==> src/rtl/drap_pkg.sv <==
`default_nettype none
// +------------------------------------------------------------------+
// | drap_pkg : shared FSM encodings and PC constants for the PC unit |
// | Revision : 1.0                                                   |
// +------------------------------------------------------------------+
package drap_pkg;

  typedef enum logic [1:0] {
    ST_BOOT  = 2'b00,
    ST_FETCH = 2'b01,
    ST_HOLD  = 2'b10
  } state_t;

  localparam logic [31:0] PC_INC = 32'd4;

  function automatic logic [31:0] jump_target(input logic [31:0] pc_plus4,
                                              input logic [25:0] index);
    return {pc_plus4[31:28], index, 2'b00};
  endfunction

endpackage

`default_nettype wire

==> src/rtl/drap_npc_mux.sv <==
`default_nettype none
// +------------------------------------------------------------------+
// | drap_npc_mux : combinational next-PC target selection            |
// | Revision     : 1.0                                               |
// +------------------------------------------------------------------+
module drap_npc_mux
  import drap_pkg::*;
(
  input  logic        i_enable,
  input  logic [31:0] i_pc_plus4,
  input  logic        i_pend_valid,
  input  logic [31:0] i_pend_target,
  input  logic        i_jr,
  input  logic [29:0] i_jr_word,
  input  logic        i_jump,
  input  logic [25:0] i_jump_index,
  input  logic        i_branch,
  input  logic [31:0] i_shl2,
  output logic        o_req_valid,
  output logic [31:0] o_req_target,
  output logic        o_redirect,
  output logic [31:0] o_npc
);

  // o_req_* is this cycle's redirect alone, used to refill the pending buffer.
  always_comb begin
    o_req_valid  = i_enable & (i_jr | i_jump | i_branch);
    o_req_target = i_pc_plus4 + i_shl2;
    if (i_jr) begin
      o_req_target = {i_jr_word, 2'b00};
    end else if (i_jump) begin
      o_req_target = jump_target(i_pc_plus4, i_jump_index);
    end

    o_redirect = 1'b0;
    o_npc      = i_pc_plus4;
    if (i_pend_valid) begin
      o_redirect = 1'b1;
      o_npc      = i_pend_target;
    end else if (o_req_valid) begin
      o_redirect = 1'b1;
      o_npc      = o_req_target;
    end
  end

endmodule

`default_nettype wire

==> src/rtl/drap_pc_unit.sv <==
`default_nettype none
// +------------------------------------------------------------------+
// | drap_pc_unit : PC register, fetch FSM and one-entry redirect buf |
// | Revision     : 1.0                                               |
// +------------------------------------------------------------------+
module drap_pc_unit
  import drap_pkg::*;
#(
  parameter logic [31:0] RESET_VECTOR = 32'h0000_0000,
  parameter int unsigned BOOT_CYCLES  = 2
) (
  input  logic        clk,
  input  logic        rst_n,
  input  logic        stall,
  input  logic        branch_taken,
  input  logic [31:0] shl2,
  input  logic        jump,
  input  logic [25:0] jump_index,
  input  logic        jr,
  input  logic [31:0] jr_addr,
  input  logic        imem_ready,
  output logic [31:0] pc,
  output logic [31:0] pc_plus4,
  output logic        imem_req,
  output logic        flush,
  output logic        misalign_err
);

  state_t      r_state;
  state_t      w_state_nxt;
  logic [31:0] r_pc;
  logic [31:0] r_boot_cnt;
  logic        r_pend_valid;
  logic [31:0] r_pend_target;
  logic        r_flush;
  logic        r_err;

  logic [31:0] w_pc_plus4;
  logic        w_in_boot;
  logic        w_boot_done;
  logic        w_update;
  logic        w_req_valid;
  logic [31:0] w_req_target;
  logic        w_redirect;
  logic [31:0] w_npc;

  assign w_pc_plus4  = r_pc + PC_INC;
  assign w_in_boot   = (r_state == ST_BOOT);
  assign w_boot_done = ((r_boot_cnt + 32'd1) >= BOOT_CYCLES);
  assign w_update    = (r_state == ST_FETCH) & imem_ready & ~stall;

  drap_npc_mux u_npc_mux (
    .i_enable      (~w_in_boot),
    .i_pc_plus4    (w_pc_plus4),
    .i_pend_valid  (r_pend_valid),
    .i_pend_target (r_pend_target),
    .i_jr          (jr),
    .i_jr_word     (jr_addr[31:2]),
    .i_jump        (jump),
    .i_jump_index  (jump_index),
    .i_branch      (branch_taken),
    .i_shl2        (shl2),
    .o_req_valid   (w_req_valid),
    .o_req_target  (w_req_target),
    .o_redirect    (w_redirect),
    .o_npc         (w_npc)
  );

  always_comb begin
    w_state_nxt = r_state;
    imem_req    = 1'b0;
    case (r_state)
      ST_BOOT:  if (w_boot_done) w_state_nxt = ST_FETCH;
      ST_FETCH: begin
        imem_req = ~stall;
        if (stall) w_state_nxt = ST_HOLD;
      end
      ST_HOLD:  if (!stall) w_state_nxt = ST_FETCH;
      default:  w_state_nxt = ST_BOOT;
    endcase
  end

  always_ff @(posedge clk or negedge rst_n) begin
    if (!rst_n) begin
      r_state       <= ST_BOOT;
      r_pc          <= RESET_VECTOR;
      r_boot_cnt    <= 32'd0;
      r_pend_valid  <= 1'b0;
      r_pend_target <= 32'd0;
      r_flush       <= 1'b0;
      r_err         <= 1'b0;
    end else begin
      r_state    <= w_state_nxt;
      r_boot_cnt <= w_in_boot ? (r_boot_cnt + 32'd1) : 32'd0;
      r_flush    <= w_update & w_redirect;
      if (w_update) begin
        r_pc         <= w_npc;
        r_pend_valid <= 1'b0;
      end else if (w_req_valid) begin
        // Newest redirect wins; the PC is frozen, so its target stays valid.
        r_pend_valid  <= 1'b1;
        r_pend_target <= w_req_target;
      end
      if (!w_in_boot && jr && (jr_addr[1:0] != 2'b00)) r_err <= 1'b1;
    end
  end

  assign pc           = r_pc;
  assign pc_plus4     = w_pc_plus4;
  assign flush        = r_flush;
  assign misalign_err = r_err;

endmodule

`default_nettype wire

==> config.mk <==
export PLATFORM = sky130hd
export DESIGN_NAME = drap_pc_unit
export DESIGN_NICKNAME = d
export VERILOG_FILES = /design/src/rtl/drap_pkg.sv /design/src/rtl/drap_npc_mux.sv /design/src/rtl/drap_pc_unit.sv
export SDC_FILE = /design/constraint.sdc
export NUM_CORES = 1
export LEC_CHECK = 0
export CORE_MARGIN = 3
export CORE_UTILIZATION = 40
export DETAILED_ROUTE_END_ITERATION = 10
export PLACE_DENSITY_LB_ADDON = 0.08
export SLEW_MARGIN = 0
export SYNTH_ARGS = -nofsm -noshare
export SYNTH_HDL_FRONTEND = slang
export SYNTH_SLANG_ARGS = --single-unit
==> constraint.sdc <==
create_clock -name clk -period 3.85 [get_ports clk]
set_clock_uncertainty 0.1 [all_clocks]
set_input_delay 0.5775 -clock clk [delete_from_list [all_inputs] [get_ports clk]]
set_output_delay 0.5775 -clock clk [all_outputs]
set_load 0.02 [all_outputs]
# Word-level counts from Yosys, hierarchy flattened
# Index checks and enable logic that the tools add are counted.
[op_classes]
reduce_logical = 8
muxes = 14
magnitude_cmp = 1
n_eq_ne = 5
n_bitwise = 9
n_addsub = 3
[ops]
columns = ["cell", "count"]
rows = [
  ["2-to-1 mux 32 bit", 5],
  ["adder 32 x 1 -> 32 bit (second input constant)", 1],
  ["adder 32 x 3 -> 32 bit (second input constant)", 1],
  ["adder 32 bit", 1],
  [">= comparator 32 x 2 -> 1 bit (second input constant)", 1],
  ["2-to-1 mux 2 bit", 3],
  ["case mux 2 bit (3 select lines)", 1],
  ["2-to-1 mux 1 bit", 5],
  ["bitwise AND 1 bit", 4],
  ["!= test 2 bit (second input constant)", 2],
  ["nonzero test 2 bit", 2],
  ["NOT 1 bit", 3],
  ["AND reduction 3 bit", 1],
  ["== test 2 x 1 -> 1 bit (second input constant)", 1],
  ["== test 2 bit (second input constant)", 1],
  ["logical AND 1 bit", 2],
  ["zero test 2 bit", 1],
  ["!= test 2 x 1 -> 1 bit (second input constant)", 1],
  ["OR 1 bit", 2],
  ["AND reduction 2 bit", 1],
  ["zero test 1 bit", 1],
]
[word_totals]
out_inout_bits = 67
register_bits = 101
in_bits = 97
word_cells = 47

# Logic depth before layout (Yosys ltp)
[logic_depth]
ltp_word = 6
mapped_depth = 16
mapped_depth_nobuf = 15

# By module
# Synthesis repeated with hierarchy kept, for this count alone.
[hier_totals]
cells_unflattened = 929
area_unflattened_um2 = 8140.3
[by_module_without_submodules]
columns = ["module", "area_per_inst_um2", "instances", "cells_per_inst", "seq_area_each_um2"]
rows = [
  ["drap_pc_unit", 4971.0, 1, 440, 2527.4],
  ["drap_npc_mux", 3169.3, 1, 489, 0.0],
]

# Worst setup path before layout
# OpenSTA, ideal clock, no wires.
[synth_timing]
path_kind = "reg-to-reg"
startpoint = "register r_pc[2] (netlist: pc[2])"
endpoint = "register r_pc[31] (netlist: pc[31])"
path_slack_ps = -332
required_ps = 3655
synth_period_minus_slack_ps = 4182
n_path_buf = 1
setup_ps = 95
arrival_time_ps = 3987
stages_incl_launch_ff = 17
path_cell_list = "dfrtp_1 -> ha_1 -> nand2_1 -> nor3_1 -> nand4_1 -> xnor2_1 -> ha_1 -> clkbuf_1 -> a21oi_1 -> o211ai_1 -> a21boi_0 -> o211ai_1 -> a211oi_2 -> mux2i_1 -> nor2_1 -> o2111a_1 -> o31ai_1"
[synth_via]
elab_chain_cells = 6
[synth_lines]
columns = ["element", "line_no", "text"]
rows = [
  ["start: declaration", "drap_pc_unit.sv:31", "logic [31:0] r_pc;"],
  ["start signal: assignment", "drap_pc_unit.sv:97", "r_pc <= w_npc;"],
  ["adder 32 x 3 -> 32 bit", "drap_pc_unit.sv:47", "assign w_pc_plus4 = r_pc + PC_INC;"],
  ["net pc_plus4[18]", "drap_pc_unit.sv:23", "output logic [31:0] pc_plus4,"],
  ["adder 32 bit", "drap_npc_mux.sv:28", "o_req_target = i_pc_plus4 + i_shl2;"],
  ["2-to-1 mux 32 bit", "drap_npc_mux.sv:31", "end else if (i_jump) begin"],
  ["2-to-1 mux 32 bit", "drap_npc_mux.sv:29", "if (i_jr) begin"],
  ["2-to-1 mux 32 bit", "drap_npc_mux.sv:40", "end else if (o_req_valid) begin"],
  ["2-to-1 mux 32 bit", "drap_npc_mux.sv:37", "if (i_pend_valid) begin"],
]
# The timed path passes the listed nets, and every way through them passes these cells.
# A chain may end at the register's enable or synchronous reset.

# Worst setup path after layout
[layout_timing]
startpoint = "register r_pc[11] (netlist: pc[11])"
endpoint = "register r_pend_target[29]"
[layout_via]
elab_chain_cells = 4
[layout_lines]
columns = ["element", "line_no", "text"]
rows = [
  ["adder 32 x 3 -> 32 bit (*)", "drap_pc_unit.sv:47", ""],
  ["adder 32 bit", "drap_npc_mux.sv:28", ""],
  ["2-to-1 mux 32 bit (*)", "drap_npc_mux.sv:31", ""],
  ["2-to-1 mux 32 bit (*)", "drap_npc_mux.sv:29", ""],
  ["end signal: assignment", "drap_pc_unit.sv:102", "r_pend_target <= w_req_target;"],
  ["end: declaration", "drap_pc_unit.sv:34", "logic [31:0] r_pend_target;"],
]
# Every way passes the cells marked *; elsewhere a longest branch is shown, timed or not.

==> results.json <==
{
  "status": "complete, no violations",
  "post-route-util": 0.563,
  "drc": 0,
  "hold_violations": 0,
  "cts_max_level": 3,
  "clk_latency_ns": 0.36,
  "num_antenna_cells": 0,
  "worst-endpoint-required_ns": 4.04,
  "min_period_over_period": 0.962,
  "rsz0062_at_grt": "yes",
  "grt_max_degree": 56,
  "placed_area_mm2": 0.0105,
  "clock_sinks": 101,
  "place_inst": 1462,
  "wl_per_cell_um": 20.2,
  "setup_viol": 0,
  "totalPowerFinal_mw": 8.11,
  "fin_crit_ns": 3.70,
  "overflow": 0,
  "grt_pass1_wl_um": 46300,
  "criticalPathCategory": "reg2reg",
  "cellPowerDensity_mw_per_mm2": 735,
  "max_freq_mhz": 270,
  "track_usage": 0.272,
  "cap_violations": 0,
  "p_leak_nw": 4.55,
  "maxSlewHeadroom": 0.516,
  "cts_buffer_depth": 2,
  "place_congestion": 0.984,
  "die_area_mm2": 0.0218,
  "post-route-cell-area_mm2": 0.0110,
  "ir_drop_mv": 0.275,
  "ys_seq_elements": 101,
  "grt_pass1_vias": 7919,
  "start_util": 0.409,
  "viasPerCell": 5.69,
  "cts_buffers": 9,
  "syn_inst": 988,
  "tightest_slew_ns": 0.725,
  "synth_edf_count": 0,
  "antenna_left": 0,
  "hold_path_class": "in2async",
  "root_buffer": "clkbuf_16",
  "finalWirelength_um": 29900,
  "dp_hpwl_um": 23400,
  "start_kind": "flip-flop",
  "placeableCoreArea_mm2": 0.0196,
  "vias": 8419,
  "yosys_most_used_dff": "dfrtp_1",
  "worstPathMaxFanout": 5,
  "die_w_um": 148,
  "async_reset_ff_frac": 1.00,
  "antenna_found_initial": 1,
  "cts_tree": "built",
  "io_pins": 164,
  "arrival_ns": 3.89,
  "port-buffer-count": 163,
  "ys_types": 82,
  "syn_area_mm2": 0.00801,
  "final_layout_size_suffix_gt1_frac": 0.156,
  "clk_pin_slew_ns": 0.07,
  "chipHeight_um": 148,
  "finalNetCount": 1351,
  "end_kind": "flip-flop",
  "rows": 51,
  "areaGrowthSynthToFinish_pct": 37.6,
  "final_cells": 1480,
  "slew_violations": 0,
  "yosys_warnings": 0,
  "drtIter0Drc": 660,
  "detail_route.first_pass.iterations": 5,
  "ys_seq_area_frac": 0.315,
  "post_synth.cell_area_avg_um2": 8.11,
  "synth_nets": 1128
}
## critical path, stage by stage (launching register included)
cell      delay, ns
dfrtp_1        0.34
inv_1          0.07
buf_4          0.16
nor2_1         0.12
nand3_1        0.20
nor3_1         0.27
xor2_1         0.31
ha_1           0.32
buf_4          0.17
nand2_1        0.11
o21ai_0        0.09
a21oi_1        0.15
o221ai_1       0.16
o21a_1         0.19
o21ai_0        0.22
o311ai_2       0.22
a221oi_2       0.31
a21o_1         0.11
## logic make-up (layout without fill, tap and decap cells)
| logic type | after synthesis | count (layout) | share of synthesized area |
|---|---|---|---|
| buf+inv | 63 | 290 | 0.0378 |
| xor+xnor | 84 | 84 | 0.0942 |
| simple gates | 385 | 385 | 0.231 |
| compound gates | 300 | 300 | 0.238 |
| mux | 11 | 11 | 0.0144 |
| flops | 101 | 101 | 0.315 |
| fa+ha+maj | 44 | 44 | 0.0693 |
## routing by layer
layer  track usage  wire length [µm]  vias to the layer above  share of wire
li1              -                 -                     4043              -
met5             0                12                        -        0.00040
met4        0.0722               586                        2          0.020
met3        0.0503              2280                       34          0.076
met1         0.395             13800                     4017           0.46
met2         0.417             13200                      323           0.44
## state kept, by name, indices dropped and copies added (netlist names)
signal	count
r_state	2
pc	32
r_pend_valid	1
r_pend_target	32
flush	1
misalign_err	1
r_boot_cnt	32
## final cells by class
cell class,instances,area (µm²)
multi-input cells,824,5430
inverters,14,52.6
clock buffers,13,250
flip-flops and latches,101,2530
clock inverters,2,60.1
fillers,1866,8570
well taps,265,332
repair buffers,261,2360
## worst paths after layout
kind	startpoint	to	slack [ns]	depth (start not counted)
worst max-delay path	pc[11]	r_pend_target[29]	0.15	17
worst min-delay path	rst_n	pc[23]	0.15	1
worst max register to register	pc[11]	r_pend_target[29]	0.15	17
worst min register to register	r_pend_target[27]	r_pend_target[27]	0.38	2
max in group asynchronous	rst_n	pc[6]	2.65	2
min in group clk	r_pend_target[27]	r_pend_target[27]	0.38	2
## where the power goes
| group | total (mW) | switching [mW] | internal, mW |
|---|---|---|---|
| Combinational | 5.38 | 3.06 | 2.32 |
| Clock | 0.977 | 0.392 | 0.585 |
| Sequential | 1.75 | 0.327 | 1.42 |
| Total | 8.11 | 3.78 | 4.33 |
## through the flow
stage | hold slack (ns) | setup TNS, ns | worst slack, ns
floorplan | 0.182 | 0 | 0.0331
global placement | 0.358 | -0.0646 | -0.0407
detailed placement | 0.365 | -0.0710 | -0.0280
CTS | 0.194 | 0 | 0.0263
global route | 0.215 | -0.311 | -0.135
finish | 0.152 | 0 | 0.148
## timing repair
item / 4_1_cts / 5_1_grt
gates resized for setup: 0 / 42
setup buffers: 0 / 3
setup endpoints to repair: 0 / 24
hold buffers: 0 / 0
endpoints found under the hold margin: 0 / 0
## cell usage in the layout (no fill, tap or decap), types with 5 or more instances in the layout
master           Yosys  final
o22ai_1             14     14
nor3_1              21     16
xnor2_2              0     11
a21o_1              12     12
o31ai_1              7      5
dfrtp_2              0      6
ha_1                42     41
or3_1                8      8
and3_1              13     12
buf_4                3     99
nor2_2               2      5
o21a_1               8      8
inv_1               14     14
a21oi_1             63     56
o211ai_1            19     19
nor2b_1              7      7
clkdlybuf4s50_1      0    162
nand3_1             41     40
nand2b_1             5      5
clkbuf_16            0      9
xnor2_1             50     39
dfrtp_1            101     95
a211oi_1            11     11
nand2_1            134    133
a31oi_1              8      7
nand4_1             14     14
o21bai_1             6      6
mux2i_1              7      6
o221ai_1             7      6
o21ai_0            102     96
nor4_1               5      5
a221oi_1             7      7
a21oi_2              1      8
nor2_1             105    102
xor2_1              33     30
## synth_stat cells (all sizes together), types with 4 or more instances
master	instances	area, µm²
o22ai	14	87.6
o211ai	19	143
nand2b	5	31.3
ha	42	526
mux2i	7	70.1
nand3	43	225
xor2	33	289
nor4	8	95.1
o31ai	7	52.6
o21ai	102	510
xnor2	51	465
or3	8	50.1
o21a	8	60.1
a21oi	64	324
nand4	17	134
and3	15	100
a21o	12	90.1
a221oi	8	76.3
nor2b	7	43.8
and4	5	46.3
or2	4	27.5
buf	13	80.1
clkbuf	34	149
nand2	135	509
a31oi	8	50.1
mux2	4	45.0
o21bai	6	45.0
a211oi	12	95.1
inv	14	52.6
nor2	107	407
nor3	21	105
o221ai	7	61.3
dfrtp	101	2530
a32oi	4	35.0
No activity file was read; power rests on OpenSTA's default activity.
